## config.mk

```make
export PLATFORM = sky130hd
export DESIGN_NAME = hpf_sample_sequencer
export DESIGN_NICKNAME = d
export VERILOG_FILES = /design/src/rtl/bpm_filt_pkg.sv /design/src/rtl/sample_tick_gen.sv /design/src/rtl/hpf_sample_sequencer.sv
export SDC_FILE = /design/constraint.sdc
export NUM_CORES = 1
export LEC_CHECK = 0
export CAP_MARGIN = 20
export CORE_MARGIN = 5
export CORE_UTILIZATION = 35
export CTS_BUF_LIST = sky130_fd_sc_hd__clkbuf_8 sky130_fd_sc_hd__clkbuf_16
export CTS_CLUSTER_DIAMETER = 100
export DETAILED_ROUTE_END_ITERATION = 7
export GPL_TIMING_DRIVEN = 0
export PLACE_DENSITY = 0.62
export SYNTH_ARGS = -nofsm -noshare
export SYNTH_HDL_FRONTEND = slang
export SYNTH_SLANG_ARGS = --single-unit
```

## constraint.sdc

```tcl
create_clock -name clk -period 4.7 [get_ports clk]
set_clock_uncertainty 0.05 [all_clocks]
set_input_delay 0.705 -clock clk [delete_from_list [all_inputs] [get_ports clk]]
set_output_delay 0.705 -clock clk [all_outputs]
set_load 0.03 [all_outputs]
```

## src/rtl/bpm_filt_pkg.sv

```systemverilog
// Shared types and sizing constants for the BPM pre-processing HPF sequencer.
// cnt_width() gives the bit width needed to hold 0..max_val, minimum 1.
package bpm_filt_pkg;

  typedef enum logic [1:0] {
    IDLE,
    WAIT_TICK,
    FEED,
    CAPTURE
  } state_e;

  localparam int unsigned DEF_WIDTH    = 10;
  localparam int unsigned DEF_DIV      = 50000;
  localparam int unsigned DIV_W        = $clog2(DEF_DIV);
  localparam int unsigned SAMPLE_CNT_W = 16;

  function automatic int unsigned cnt_width(input int unsigned max_val);
    return (max_val < 2) ? 1 : $clog2(max_val + 1);
  endfunction

endpackage

```

## src/rtl/sample_tick_gen.sv

```systemverilog
// Sample-rate divider: counts 0..DIV-1 and pulses tick for one clock at DIV-1.
// clr holds the count at zero so the first tick lands exactly DIV clocks after release.
module sample_tick_gen
  import bpm_filt_pkg::*;
#(
  parameter int unsigned DIV = DEF_DIV
) (
  input  logic clk,
  input  logic rst,
  input  logic clr,
  output logic tick
);

  localparam int unsigned CW = cnt_width(DIV - 1);
  localparam logic [CW-1:0] LAST = CW'(DIV - 1);

  logic [CW-1:0] cnt_q, cnt_d;

  always_comb begin
    cnt_d = cnt_q;
    if (clr || (cnt_q == LAST)) begin
      cnt_d = '0;
    end else begin
      cnt_d = cnt_q + 1'b1;
    end
  end

  always_ff @(posedge clk or posedge rst) begin
    if (rst) begin
      cnt_q <= '0;
    end else begin
      cnt_q <= cnt_d;
    end
  end

  assign tick = !clr && (cnt_q == LAST);

endmodule

```

## src/rtl/hpf_sample_sequencer.sv

```systemverilog
// Feeds one ADC sample per tick to the HPF, drops the warm-up outputs and
// delivers the rest through a valid/ready register with sticky overrun.
module hpf_sample_sequencer
  import bpm_filt_pkg::*;
#(
  parameter int unsigned WIDTH  = DEF_WIDTH,
  parameter int unsigned DIV    = DEF_DIV,
  parameter int unsigned SETTLE = 16,
  parameter int unsigned LAT    = 1
) (
  input  logic                    clk,
  input  logic                    rst,
  input  logic                    run,
  input  logic [WIDTH-1:0]        adc_sample,
  output logic                    hpf_rst_n,
  output logic                    hpf_en,
  output logic [WIDTH-1:0]        hpf_x,
  input  logic [WIDTH-1:0]        hpf_y,
  output logic [WIDTH-1:0]        out_data,
  output logic                    out_valid,
  input  logic                    out_ready,
  output logic                    settled,
  output logic                    overrun,
  output logic [SAMPLE_CNT_W-1:0] sample_cnt
);

  localparam int unsigned SW = cnt_width(SETTLE);
  localparam int unsigned LW = cnt_width(LAT);
  localparam logic [SW-1:0] SETTLE_V = SW'(SETTLE);
  localparam logic [LW-1:0] LAT_V    = LW'(LAT);

  state_e                  state_q, state_d;
  logic [SW-1:0]           warm_q, warm_d;
  logic [LW-1:0]           lat_q, lat_d;
  logic                    hpf_rst_n_q, hpf_rst_n_d;
  logic                    hpf_en_q, hpf_en_d;
  logic [WIDTH-1:0]        hpf_x_q, hpf_x_d;
  logic [WIDTH-1:0]        out_data_q, out_data_d;
  logic                    out_valid_q, out_valid_d;
  logic                    settled_q, settled_d;
  logic                    overrun_q, overrun_d;
  logic [SAMPLE_CNT_W-1:0] cnt_q, cnt_d;
  logic                    tick;
  logic                    div_clr;
  logic                    capture;
  logic [SW-1:0]           warm_inc;

  assign div_clr  = (state_q == IDLE);
  assign warm_inc = warm_q + 1'b1;

  sample_tick_gen #(
    .DIV (DIV)
  ) u_tick (
    .clk  (clk),
    .rst  (rst),
    .clr  (div_clr),
    .tick (tick)
  );

  always_comb begin
    state_d     = state_q;
    warm_d      = warm_q;
    lat_d       = lat_q;
    hpf_en_d    = 1'b0;
    hpf_x_d     = hpf_x_q;
    out_data_d  = out_data_q;
    out_valid_d = out_valid_q;
    settled_d   = settled_q;
    overrun_d   = overrun_q;
    cnt_d       = cnt_q;
    capture     = 1'b0;

    if (out_valid_q && out_ready) begin
      out_valid_d = 1'b0;
    end

    case (state_q)
      IDLE: begin
        if (run) begin
          state_d   = WAIT_TICK;
          settled_d = (SETTLE == 0);
          warm_d    = '0;
          overrun_d = 1'b0;
          cnt_d     = '0;
        end
      end
      WAIT_TICK: begin
        if (!run) begin
          state_d = IDLE;
        end else if (tick) begin
          state_d = FEED;
        end
      end
      FEED: begin
        hpf_x_d  = adc_sample;
        hpf_en_d = 1'b1;
        lat_d    = '0;
        state_d  = CAPTURE;
      end
      CAPTURE: begin
        if (lat_q == LAT_V) begin
          capture = 1'b1;
          state_d = run ? WAIT_TICK : IDLE;
        end else begin
          lat_d = lat_q + 1'b1;
        end
      end
      default: state_d = IDLE;
    endcase

    // A load in the same cycle as a consume overrides the clear above.
    if (capture) begin
      if (warm_q < SETTLE_V) begin
        warm_d = warm_inc;
        if (warm_inc == SETTLE_V) begin
          settled_d = 1'b1;
        end
      end else if (!out_valid_q || out_ready) begin
        out_data_d  = hpf_y;
        out_valid_d = 1'b1;
        if (cnt_q != '1) begin
          cnt_d = cnt_q + 1'b1;
        end
      end else begin
        overrun_d = 1'b1;
      end
    end

    hpf_rst_n_d = (state_d != IDLE);
  end

  always_ff @(posedge clk or posedge rst) begin
    if (rst) begin
      state_q     <= IDLE;
      warm_q      <= '0;
      lat_q       <= '0;
      hpf_rst_n_q <= 1'b0;
      hpf_en_q    <= 1'b0;
      hpf_x_q     <= '0;
      out_data_q  <= '0;
      out_valid_q <= 1'b0;
      settled_q   <= 1'b0;
      overrun_q   <= 1'b0;
      cnt_q       <= '0;
    end else begin
      state_q     <= state_d;
      warm_q      <= warm_d;
      lat_q       <= lat_d;
      hpf_rst_n_q <= hpf_rst_n_d;
      hpf_en_q    <= hpf_en_d;
      hpf_x_q     <= hpf_x_d;
      out_data_q  <= out_data_d;
      out_valid_q <= out_valid_d;
      settled_q   <= settled_d;
      overrun_q   <= overrun_d;
      cnt_q       <= cnt_d;
    end
  end

  assign hpf_rst_n  = hpf_rst_n_q;
  assign hpf_en     = hpf_en_q;
  assign hpf_x      = hpf_x_q;
  assign out_data   = out_data_q;
  assign out_valid  = out_valid_q;
  assign settled    = settled_q;
  assign overrun    = overrun_q;
  assign sample_cnt = cnt_q;

endmodule

```

# Word level (Yosys, flattened, before mapping)
# Index checks and enable logic that the tools add are counted.
# op_classes
n_addsub	4
order_cmp	1
eq_ne	6
mux	36
n_bitwise	1
reduce_logical	10
# op_table
operator	n
16-bit two-way mux	7
16-bit by 1-bit adder with 16-bit output (second input constant)	2
5-bit two-way mux	4
1-bit two-way mux	19
16-bit == test (second input constant)	1
16-bit inequality test (second input constant)	1
2-bit two-way mux	4
2-bit one-hot mux with 4 select lines	1
5-bit by 1-bit adder with 5-bit output (second input constant)	1
5-bit == test (second input constant)	1
5-bit < comparator (second input constant)	1
2-bit == test (second input constant)	2
2-bit nonzero test	2
3-bit AND reduction	1
2-bit by 1-bit == test with 1-bit output (second input constant)	1
1-bit logical AND	2
1-bit logical NOT	2
2-bit logical NOT	1
1-bit logical OR	2
1-bit one-hot mux with 2 select lines	1
1-bit adder (second input constant)	1
1-bit inverter	1
# word_totals
register_bits	65
inputBits	24
output_inout_bits	41
wordCells	70

# Depth between registers and ports, before layout
# Gate-level depths: netlist (run 1).
# logic_depth
word_depth	7
mapped_depth	7
depth_no_buf	5

# By module
# From an unflattened synthesis (run 1), not the netlist that was laid out.
# hier_totals
hier_cells	299
hier_area_um2	3036.7
# by_module_without_submodules
mod	instances	cells_per_inst	area_each_um2	seq_area_each_um2
hpf_sample_sequencer	1	216	2225.9	1226.2
sample_tick_gen	1	83	810.8	400.4

# Least setup slack after synthesis (run 1)
# Ideal clock, no wire load.
# synth_path
path_kind	reg-to-reg
start	register cnt_q[0], in the netlist sample_cnt[0]
end	register cnt_q[14], in the netlist sample_cnt[14]
setup_ps	94
arrival_time_ps	1946
t_required_ps	4556
setup_slack_ps	2610
stages_incl_launch_ff	7
path_buffers	1
synth_period_minus_slack_ps	2090
cell_sequence	dfrtp_1 > ha_1 > inv_1 > or4_4 > buf_6 > o31a_1 > a211oi_1
# synth_between
elab_chain_cells	5
word_cells_on_any_way	6
classes_between	add/sub: 1; eq/ne: 1; mux: 4
# synth_rtl
element	line	source
start, declared	hpf_sample_sequencer.sv:42	logic [SAMPLE_CNT_W-1:0] cnt_q, cnt_d;
start signal, assigned	hpf_sample_sequencer.sv:156	cnt_q <= cnt_d;
16-bit by 1-bit adder with 16-bit output / 16-bit inequality test (equally long branches)	hpf_sample_sequencer.sv:122, hpf_sample_sequencer.sv:121	
16-bit two-way mux (*)	hpf_sample_sequencer.sv:121	if (cnt_q != '1) begin
16-bit two-way mux (*)	hpf_sample_sequencer.sv:118	end else if (!out_valid_q || out_ready) begin
16-bit two-way mux (*)	hpf_sample_sequencer.sv:113	if (warm_q < SETTLE_V) begin
16-bit two-way mux (*)	hpf_sample_sequencer.sv:112	if (capture) begin
net cnt_d[14]	hpf_sample_sequencer.sv:42	
# Mark *: on every way through the listed nets, which the timed path passes. The rest lies on a longest branch.
# A chain may end at the register's enable or synchronous reset.

# Worst setup path after layout (run 1)
# layout_path
start	register cnt_q[12], in the netlist sample_cnt[12]
end	output port sample_cnt[12]
# layout_rtl
element	line	source
end, declared	hpf_sample_sequencer.sv:24	output logic [SAMPLE_CNT_W-1:0] sample_cnt
# No word-level cell between the ends.

==> impl_metrics.ini, run 1 <==
[clocking]
post_cts_buffers = 0
numClockSinks = 65
hold_buffers = 0
cts_root_buf = clkbuf_8
htreeDepth = 3
clkTransAtPathRegs_ns = 0.08
cts_tree = done
cts_buffers = 9
cts-resized-gates = 0
clockBufferDepth = 2
clock_latency_ns = 0.34

[critical_path]
start_kind = register
crit_type = reg2out
r2r-end = u_tick.cnt_q[8]$_DFF_PP0_
endpoint_kind = output port
crit_chain = clkdlybuf4s50_1
critPathBufInv = 1
reg2regPathDepth = 6
crit_family = buffers and inverters
crit_fanout = 7
reg2reg_slack_ns = 2.56
r2r_start = u_tick.cnt_q[11]$_DFF_PP0_
critPathRequiredTime_ns = 3.94
cp.arrival_ns = 1.50
cpPeakStageDelay_ns = 0.71
cpMaxStageDelayCell = clkdlybuf4s50_1

[place]
dp_hpwl_um = 4710
post_dp_cell_area_mm2 = 0.00380
place_congestion = 0.823
io_buffers = 64

[drt]
routedWlPerCell_um = 14.2
final_antenna_net_count = 0
wirelength_um = 6510
drt_first_pass_iters = 4
vias = 2326
drc = 0
via_per_inst = 5.09
first_iter_violations = 134

[timing]
report.final.slew_viol_count = 0
max_slew.worst_pin.slew_ns = 0.859
rsz0062_at_grt = no
period_needed_ns = 2.26
timing.final.crit_share_pct = 48.0
hold_viol_final = 0
slew_headroom_pct = 41.9
fmax_ghz = 0.443
finalSetupTns_ns = 0
finalSetupViolCount = 0

[yosys]
synth_compound_area_share_pct = 6.91
ys.flop_type = dfrtp_1
synth_top_area_share_pct = 54.1
yosysTopAreaCell = dfrtp_1
synth.area.mux_share_pct = 11.9
synth_area_leaders = dfrtp_1, mux2_2, mux2i_1
synth_top_family_by_area = simple AND/OR/NAND/NOR gates
yosysUniqueCellTypes = 50
avgSynthCellArea_um2 = 11.1
synth_edf_count = 0
syn_area_mm2 = 0.00300
ys_seq_area_share_pct = 54.1
synth.most_common_cell = dfrtp_1
synthTopCellsByCount = dfrtp_1, nand2_1, nor2_1
async_reset_ff_share_pct = 100
synth-seq-cells = 65
syn_nets = 298
synthSimpleGateAreaFrac_pct = 19.5
ys_warn_count = 0
netlist_instances = 271
synth-adder-area-share_pct = 1.25
synthXorXnorAreaFrac_pct = 3.50

[grt]
grt_pass1_vias = 2263
grt_usage_pct = 12.9
grt-ovfl-total = 0
antenna_found_initial = 0
grt_pass1_wl_um = 10700
grt_max_degree = 43

[layout]
syn_to_final_growth_pct = 33.1
fin_nets = 374
diodes = 0
nFillCells = 775
drive_gt1_share_pct = 15.1
fin_area_mm2 = 0.00400

[hold_path]
hp-class = reg2reg
worstHoldEndpoint = warm_q[3]$_DFF_PP0_
whs_path_depth = 1
hold_start = warm_q[3]$_DFF_PP0_

[power_and_ir_drop]
power_density_mw_per_mm2 = 280
leakage_nw = 1.71
ir_worst_vdd_v = 0.000156

[flow_run]
drv_cap = 0

[floorplan]
die-area_mm2 = 0.0105
ios = 65
fp.dieW_um = 103
core_area_mm2 = 0.00830
start_util_pct = 36.2
fp.dieH_um = 103
placementRows = 33

[status]
status = completed
metrics by stage:
step	util [%]	hold slack (ns)	setup WS, ns	total power [mW]	cells
floorplan	-	0.396	2.32	0.614	271
global placement	45.5	0.414	1.13	0.651	440
detailed placement	45.7	0.424	2.12	0.654	441
CTS	48.2	0.438	2.43	1.14	457
global route	48.2	0.469	2.31	1.17	457
finish	48.2	0.433	2.44	1.12	457
worst max path at each step:
stage	from	endpoint	slack (ns)	cells past startpoint
finish	sample_cnt[12]$_DFF_PP0_	sample_cnt[12]	2.44	1
global route	run	warm_q[3]$_DFF_PP0_	2.31	5
CTS	sample_cnt[8]$_DFF_PP0_	sample_cnt[8]	2.43	1
detailed placement	out_ready	sample_cnt[15]$_DFF_PP0_	2.12	5
global placement	rst	sample_cnt[7]$_DFF_PP0_	1.13	2
floorplan	rst	hpf_en$_DFF_PP0_	2.32	1
routing by layer:
metal	part of all wire, %	wire length [µm]	GRT usage (%)	vias up
li1	-	-	-	1121
met3	5.9	386	3.04	9
met2	48	3150	21.4	59
met4	1.8	116	5.15	0
met5	0	0	0	-
met1	44	2860	16.3	1137
cell usage in the layout (no fill, tap or decap), drive strengths merged, types with 3 or more instances in the layout:
| master | count |
|---|---|
| clkdlybuf4s50 | 64 |
| nor2 | 23 |
| o21ai | 10 |
| mux2i | 12 |
| nor3 | 6 |
| nand4 | 11 |
| o211ai | 4 |
| or4 | 3 |
| or3 | 4 |
| nand2 | 30 |
| mux2 | 21 |
| xnor2 | 10 |
| buf | 8 |
| dfrtp | 65 |
| inv | 12 |
| ha | 3 |
| clkbuf | 10 |
| clkinv | 3 |
| a21oi | 5 |
| nand3 | 7 |
| nor4 | 5 |
logic make-up after synthesis:
kind of cell	count (synthesis)
and+or+nand+nor	108
DFF	65
muxes	33
AOI/OAI and AO/OA	32
buffers and inverters	18
xor gates and xnor gates	12
adders and majority gates	3
layout make-up:
type | instances | area (µm²) | area share [%]
well taps | 105 | 131 | 3.29
clock inverters | 7 | 77.6 | 1.94
multi-input cells | 188 | 1290 | 32.3
flip-flops and latches | 65 | 1630 | 40.7
repair buffers | 65 | 661 | 16.5
plain buffers | 8 | 48.8 | 1.22
inverters | 10 | 37.5 | 0.939
clock buffers | 9 | 124 | 3.10
where the power goes:
group | internal [mW] | switching (mW)
clock network | 0.249 | 0.230
logic | 0.0344 | 0.0365
registers | 0.566 | 0.00444
total | 0.850 | 0.271
state kept, by name (all words and copies together) (netlist names), 2 cells and up:
| name | cells |
|---|---|
| warm_q | 5 |
| u_tick.cnt_q | 16 |
| state_q | 2 |
| sample_cnt | 16 |
| hpf_x | 10 |
| out_data | 10 |
Note: power is estimated with default switching activity, not from simulation.
==> run 2: changes to the inputs <==
Clock period 4.7 ns to 2.15 ns, I/O delays scaled along.
==> run 2 against run 1 <==
  * Non-clock buffer count stayed put
  * Global-route usage did not move
  * Sequential power increased by 120%
  * Critical path depth up 5
  * Power rose by 120%
  * Die area stayed put
  * Combinational power grew 120%
  * Register-to-register slack lost 2.5 ns
  * Design area is 0.59% higher
  * First-iteration DRC count shrank 16%
  * Hold slack worse by 0.14 ns
==> impl_metrics.ini, run 2 (synthesized netlist as in run 1, its figures left out) <==
[status]
status = completed

[layout]
fin_nets = 374
fin_util_pct = 48.5
final_cell_mix = dfrtp_1, clkdlybuf4s50_1, nand2_1
diodes = 0
drive_gt1_share_pct = 16.2
syn_to_final_growth_pct = 33.9
fin_area_mm2 = 0.00402

[critical_path]
reg2reg_slack_ns = 0.1
start_kind = register
critPathRequiredTime_ns = 2.35
r2r-end = sample_cnt[14]$_DFF_PP0_
cp.arrival_ns = 2.25
endpoint_kind = register
reg2regPathDepth = 6
crit_fanout = 8
crit_type = reg2reg
r2r_start = sample_cnt[1]$_DFF_PP0_

[timing]
report.final.slew_viol_count = 0
rsz0062_at_grt = no
max_slew.worst_pin.slew_ns = 0.604
finalSetupViolCount = 0
period_needed_ns = 2.05
finalSetupTns_ns = 0
hold_viol_final = 0
timing.final.crit_share_pct = 95.4
slew_headroom_pct = 59.6
hold_ws_ns = 0.290
fmax_ghz = 0.488

[place]
place_congestion = 0.823
dp_hpwl_um = 4710
io_buffers = 64
post_dp_cell_area_mm2 = 0.00380

[floorplan]
ios = 65
fp.dieH_um = 103
placementRows = 33
core_area_mm2 = 0.00830
fp.dieW_um = 103
start_util_pct = 36.2
die-area_mm2 = 0.0105

[flow_run]
drv_cap = 0

[drt]
via_per_inst = 5.13
wirelength_um = 6590
drt_first_pass_iters = 4
drc = 0
routedWlPerCell_um = 14.4
vias = 2345
first_iter_violations = 113
final_antenna_net_count = 0

[power_and_ir_drop]
total_power_mw = 2.45
leakage_nw = 1.73
power_density_mw_per_mm2 = 610
ir_worst_vdd_v = 0.000340

[clocking]
numClockSinks = 65
post_cts_buffers = 0
clock_latency_ns = 0.34
cts_buffers = 9
cts_tree = done
htreeDepth = 3
clockBufferDepth = 2
cts_root_buf = clkbuf_8
clkTransAtPathRegs_ns = 0.08

[grt]
grt_usage_pct = 12.9
antenna_found_initial = 0
grt_pass1_vias = 2263
grt_pass1_wl_um = 10700
grt_max_degree = 43
grt-ovfl-total = 0

[hold_path]
hp-class = in2async
==> run 2: power breakdown <==
part,internal [mW],switching [mW],leakage (nW)
clock network,0.545,0.504,0.100
registers,1.24,0.00997,0.876
logic,0.0753,0.0807,0.751
==> run 2: what timing repair did <==
item                       CTS  global route
setup endpoints to repair    0            19
gates resized for setup      0             5
hold buffers                 0             0
==> run 2: layout make-up <==
class                   count  area [µm²]
flip-flops and latches     65        1630
well taps                 105         131
clock inverters             7        77.6
inverters                  10        37.5
repair buffers             65         661
fillers                   770        4280
multi-input cells         188        1310
clock buffers               9         124
plain buffers               8        48.8
==> run 2: stage by stage <==
| stage | setup slack, ns | std cells |
|---|---|---|
| 2_1_floorplan | 0.0596 | 271 |
| 3_3_place_gp | -1.04 | 440 |
| 3_5_place_dp | -0.0448 | 441 |
| 4_1_cts | 0.0163 | 457 |
| 5_1_grt | 0.00428 | 457 |
| 6_report | 0.0992 | 457 |
==> run 2: worst max path at each step <==
stage	startpoint	endpoint	slack, ns	cells after the start
6_report	sample_cnt[1]$_DFF_PP0_	sample_cnt[14]$_DFF_PP0_	0.1	6
5_1_grt	u_tick.cnt_q[12]$_DFF_PP0_	u_tick.cnt_q[9]$_DFF_PP0_	0.004	6
4_1_cts	u_tick.cnt_q[11]$_DFF_PP0_	u_tick.cnt_q[8]$_DFF_PP0_	0.02	6
3_5_place_dp	out_ready	sample_cnt[15]$_DFF_PP0_	-0.04	5
3_3_place_gp	rst	sample_cnt[7]$_DFF_PP0_	-1.04	2
2_1_floorplan	sample_cnt[0]$_DFF_PP0_	sample_cnt[14]$_DFF_PP0_	0.06	6
==> run 2: per-layer routing <==
layer	part of all wire [%]	vias up	routed length, µm	GRT usage [%]
li1	-	1124	-	-
met1	43	1153	2860	16.3
met2	49	59	3200	21.4
met3	6.3	9	413	3.04
met4	1.8	0	116	5.15
met5	0	-	0	0
==> run 2: critical path: stages (launching register included) <==
cell and delay (ns):
dfrtp_1 0.42, ha_1 0.24, inv_1 0.09, or4_4 0.53, buf_6 0.15, o31a_1 0.26
a211oi_1 0.21
==> run 3: changes to the inputs <==
--- a/config.mk
+++ b/config.mk
@@ -9,3 +9,3 @@
 export CORE_MARGIN = 5
-export CORE_UTILIZATION = 35
+export CORE_UTILIZATION = 50
 export CTS_BUF_LIST = sky130_fd_sc_hd__clkbuf_8 sky130_fd_sc_hd__clkbuf_16
@@ -14,3 +14,4 @@
 export GPL_TIMING_DRIVEN = 0
-export PLACE_DENSITY = 0.62
+export PLACE_DENSITY = 0.82
+export SKIP_CTS_REPAIR_TIMING = 1
 export SYNTH_ARGS = -nofsm -noshare
--- a/constraint.sdc
+++ b/constraint.sdc
@@ -4,2 +4,2 @@
 set_output_delay 0.3225 -clock clk [all_outputs]
-set_load 0.03 [all_outputs]
+set_load 0.1 [all_outputs]
==> run 3 against run 2 <==
  * Final cell count down 6.6%
  * Critical endpoint is now u_tick.cnt_q[6]$_DFF_PP0_
  * Global-route usage up 5.1 points
  * Clock power up 8%
  * Largest cell class unchanged
  * Die area down 27%
  * Clock-buffer cell count unchanged
  * Fmax up 1.6%
  * Setup slack better by 0.032 ns
  * Design area up 2.8%
  * First-iteration DRC count down 9.7%
  * Critical path depth unchanged
  * Register-to-register slack better by 0.03 ns
  * Hold slack better by 0.0027 ns
==> impl_metrics.ini, run 3 (synthesized netlist as in run 1, its figures left out) <==
[status]
status = completed

[timing]
finalSetupViolCount = 0
fmax_ghz = 0.495
report.final.slew_viol_count = 0
slew_headroom_pct = 32.4
hold_viol_final = 0
timing.final.crit_share_pct = 93.9
hold_ws_ns = 0.293
finalSetupTns_ns = 0
period_needed_ns = 2.02
max_slew.worst_pin.slew_ns = 1.01

[hold_path]
hp-class = in2async

[grt]
grt-ovfl-total = 0
grt_usage_pct = 18.0
grt_max_degree = 43
antenna_found_initial = 0
grt_pass1_vias = 2426
grt_pass1_wl_um = 10900

[layout]
drive_gt1_share_pct = 20.7
diodes = 0
fin_nets = 374
layout_commonest_cell = dfrtp_1
final_cells = 427
syn_to_final_growth_pct = 37.6
final_cell_mix = dfrtp_1, dlymetal6s2s_1, nand2_1
nFillCells = 446

[power_and_ir_drop]
power_density_mw_per_mm2 = 626
ir_worst_vdd_v = 0.000426
leakage_nw = 2.37
total_power_mw = 2.59

[clocking]
clockBufferDepth = 2
htreeDepth = 3
cts_root_buf = clkbuf_8
clock_latency_ns = 0.34
cts_tree = done
cts_buffers = 9
numClockSinks = 65
clkTransAtPathRegs_ns = 0.08

[floorplan]
fp.dieH_um = 87.5
die-area_mm2 = 0.00766
core_area_mm2 = 0.00589
placementRows = 28
ios = 65
fp.dieW_um = 87.5
start_util_pct = 51.0

[place]
dp_hpwl_um = 4620
place_congestion = 0.858
io_buffers = 64
placedCellCount = 411

[critical_path]
start_kind = register
cp.arrival_ns = 2.19
crit_type = reg2reg
critPathRequiredTime_ns = 2.32
endpoint_kind = register
crit_fanout = 10

[flow_run]
drv_cap = 0

[drt]
wirelength_um = 6510
vias = 2340
routedWlPerCell_um = 15.3
via_per_inst = 5.48
first_iter_violations = 102
drt_first_pass_iters = 4
drc = 0
final_antenna_net_count = 0
## run 3: changes by cell type in the layout (fill, tap and decap cells not counted), moves of 2 or more
cell	before	now
clkdlybuf4s50_1	64	23
dfrtp_1	64	49
dfrtp_2	1	16
dlymetal6s2s_1	0	41
inv_6	2	0
## run 3: worst max-delay path, cell delays in order (launching register included)
cell and delay (ns):
dfrtp_1 0.42, or4b_2 0.72, nor4_4 0.19, or2_1 0.14, buf_4 0.14, buf_4 0.18, nor2_1 0.07
## run 3: path summary, 6_finish.rpt
check,from,endpoint,slack (ns),depth (start not counted)
max,u_tick.cnt_q[11]$_DFF_PP0_,u_tick.cnt_q[6]$_DFF_PP0_,0.13,6
min,rst,hpf_x[2]$_DFFE_PP0P_,0.29,2
max reg2reg,u_tick.cnt_q[11]$_DFF_PP0_,u_tick.cnt_q[6]$_DFF_PP0_,0.13,6
min reg2reg,overrun$_DFF_PP0_,overrun$_DFF_PP0_,0.42,2
max in group asynchronous,rst,sample_cnt[7]$_DFF_PP0_,1.15,3
min in group clk,overrun$_DFF_PP0_,overrun$_DFF_PP0_,0.42,2
## run 3: power by group
| part | internal, mW | switching [mW] |
|---|---|---|
| registers | 1.24 | 0.00914 |
| clock network | 0.652 | 0.479 |
| logic | 0.0742 | 0.137 |
| total | 1.96 | 0.625 |
## run 3: area by class of cell
cell class	count	area [µm²]	share of cell area (%)
timing repair buffer	65	763	18.5
tap	75	93.8	2.27
inverter	10	37.5	0.908
sequential	65	1650	39.8
buffer	8	48.8	1.18
multi-input combinational	188	1330	32.1
clock buffer	9	124	3.00
clock inverter	7	95.1	2.30
## run 3: metrics by stage
stage	utilization [%]	instance area [µm²]	worst slack, ns
after floorplan	-	3040	-0.0627
after global placement	64.1	3770	-1.10
after detailed placement	64.4	3790	-0.0564
after CTS	68.1	4010	-0.167
after global routing	70.2	4130	-0.00906
final	70.2	4130	0.131
## run 3: per-layer routing
| layer | track usage (%) | share of wire (%) | vias to the layer above |
|---|---|---|---|
| met2 | 30.0 | 51 | 67 |
| met1 | 22.4 | 41 | 1140 |
| li1 | - | - | 1129 |
| met4 | 5.44 | 0.61 | 0 |
| met3 | 5.77 | 7.4 | 4 |
| met5 | 0 | 0 | - |
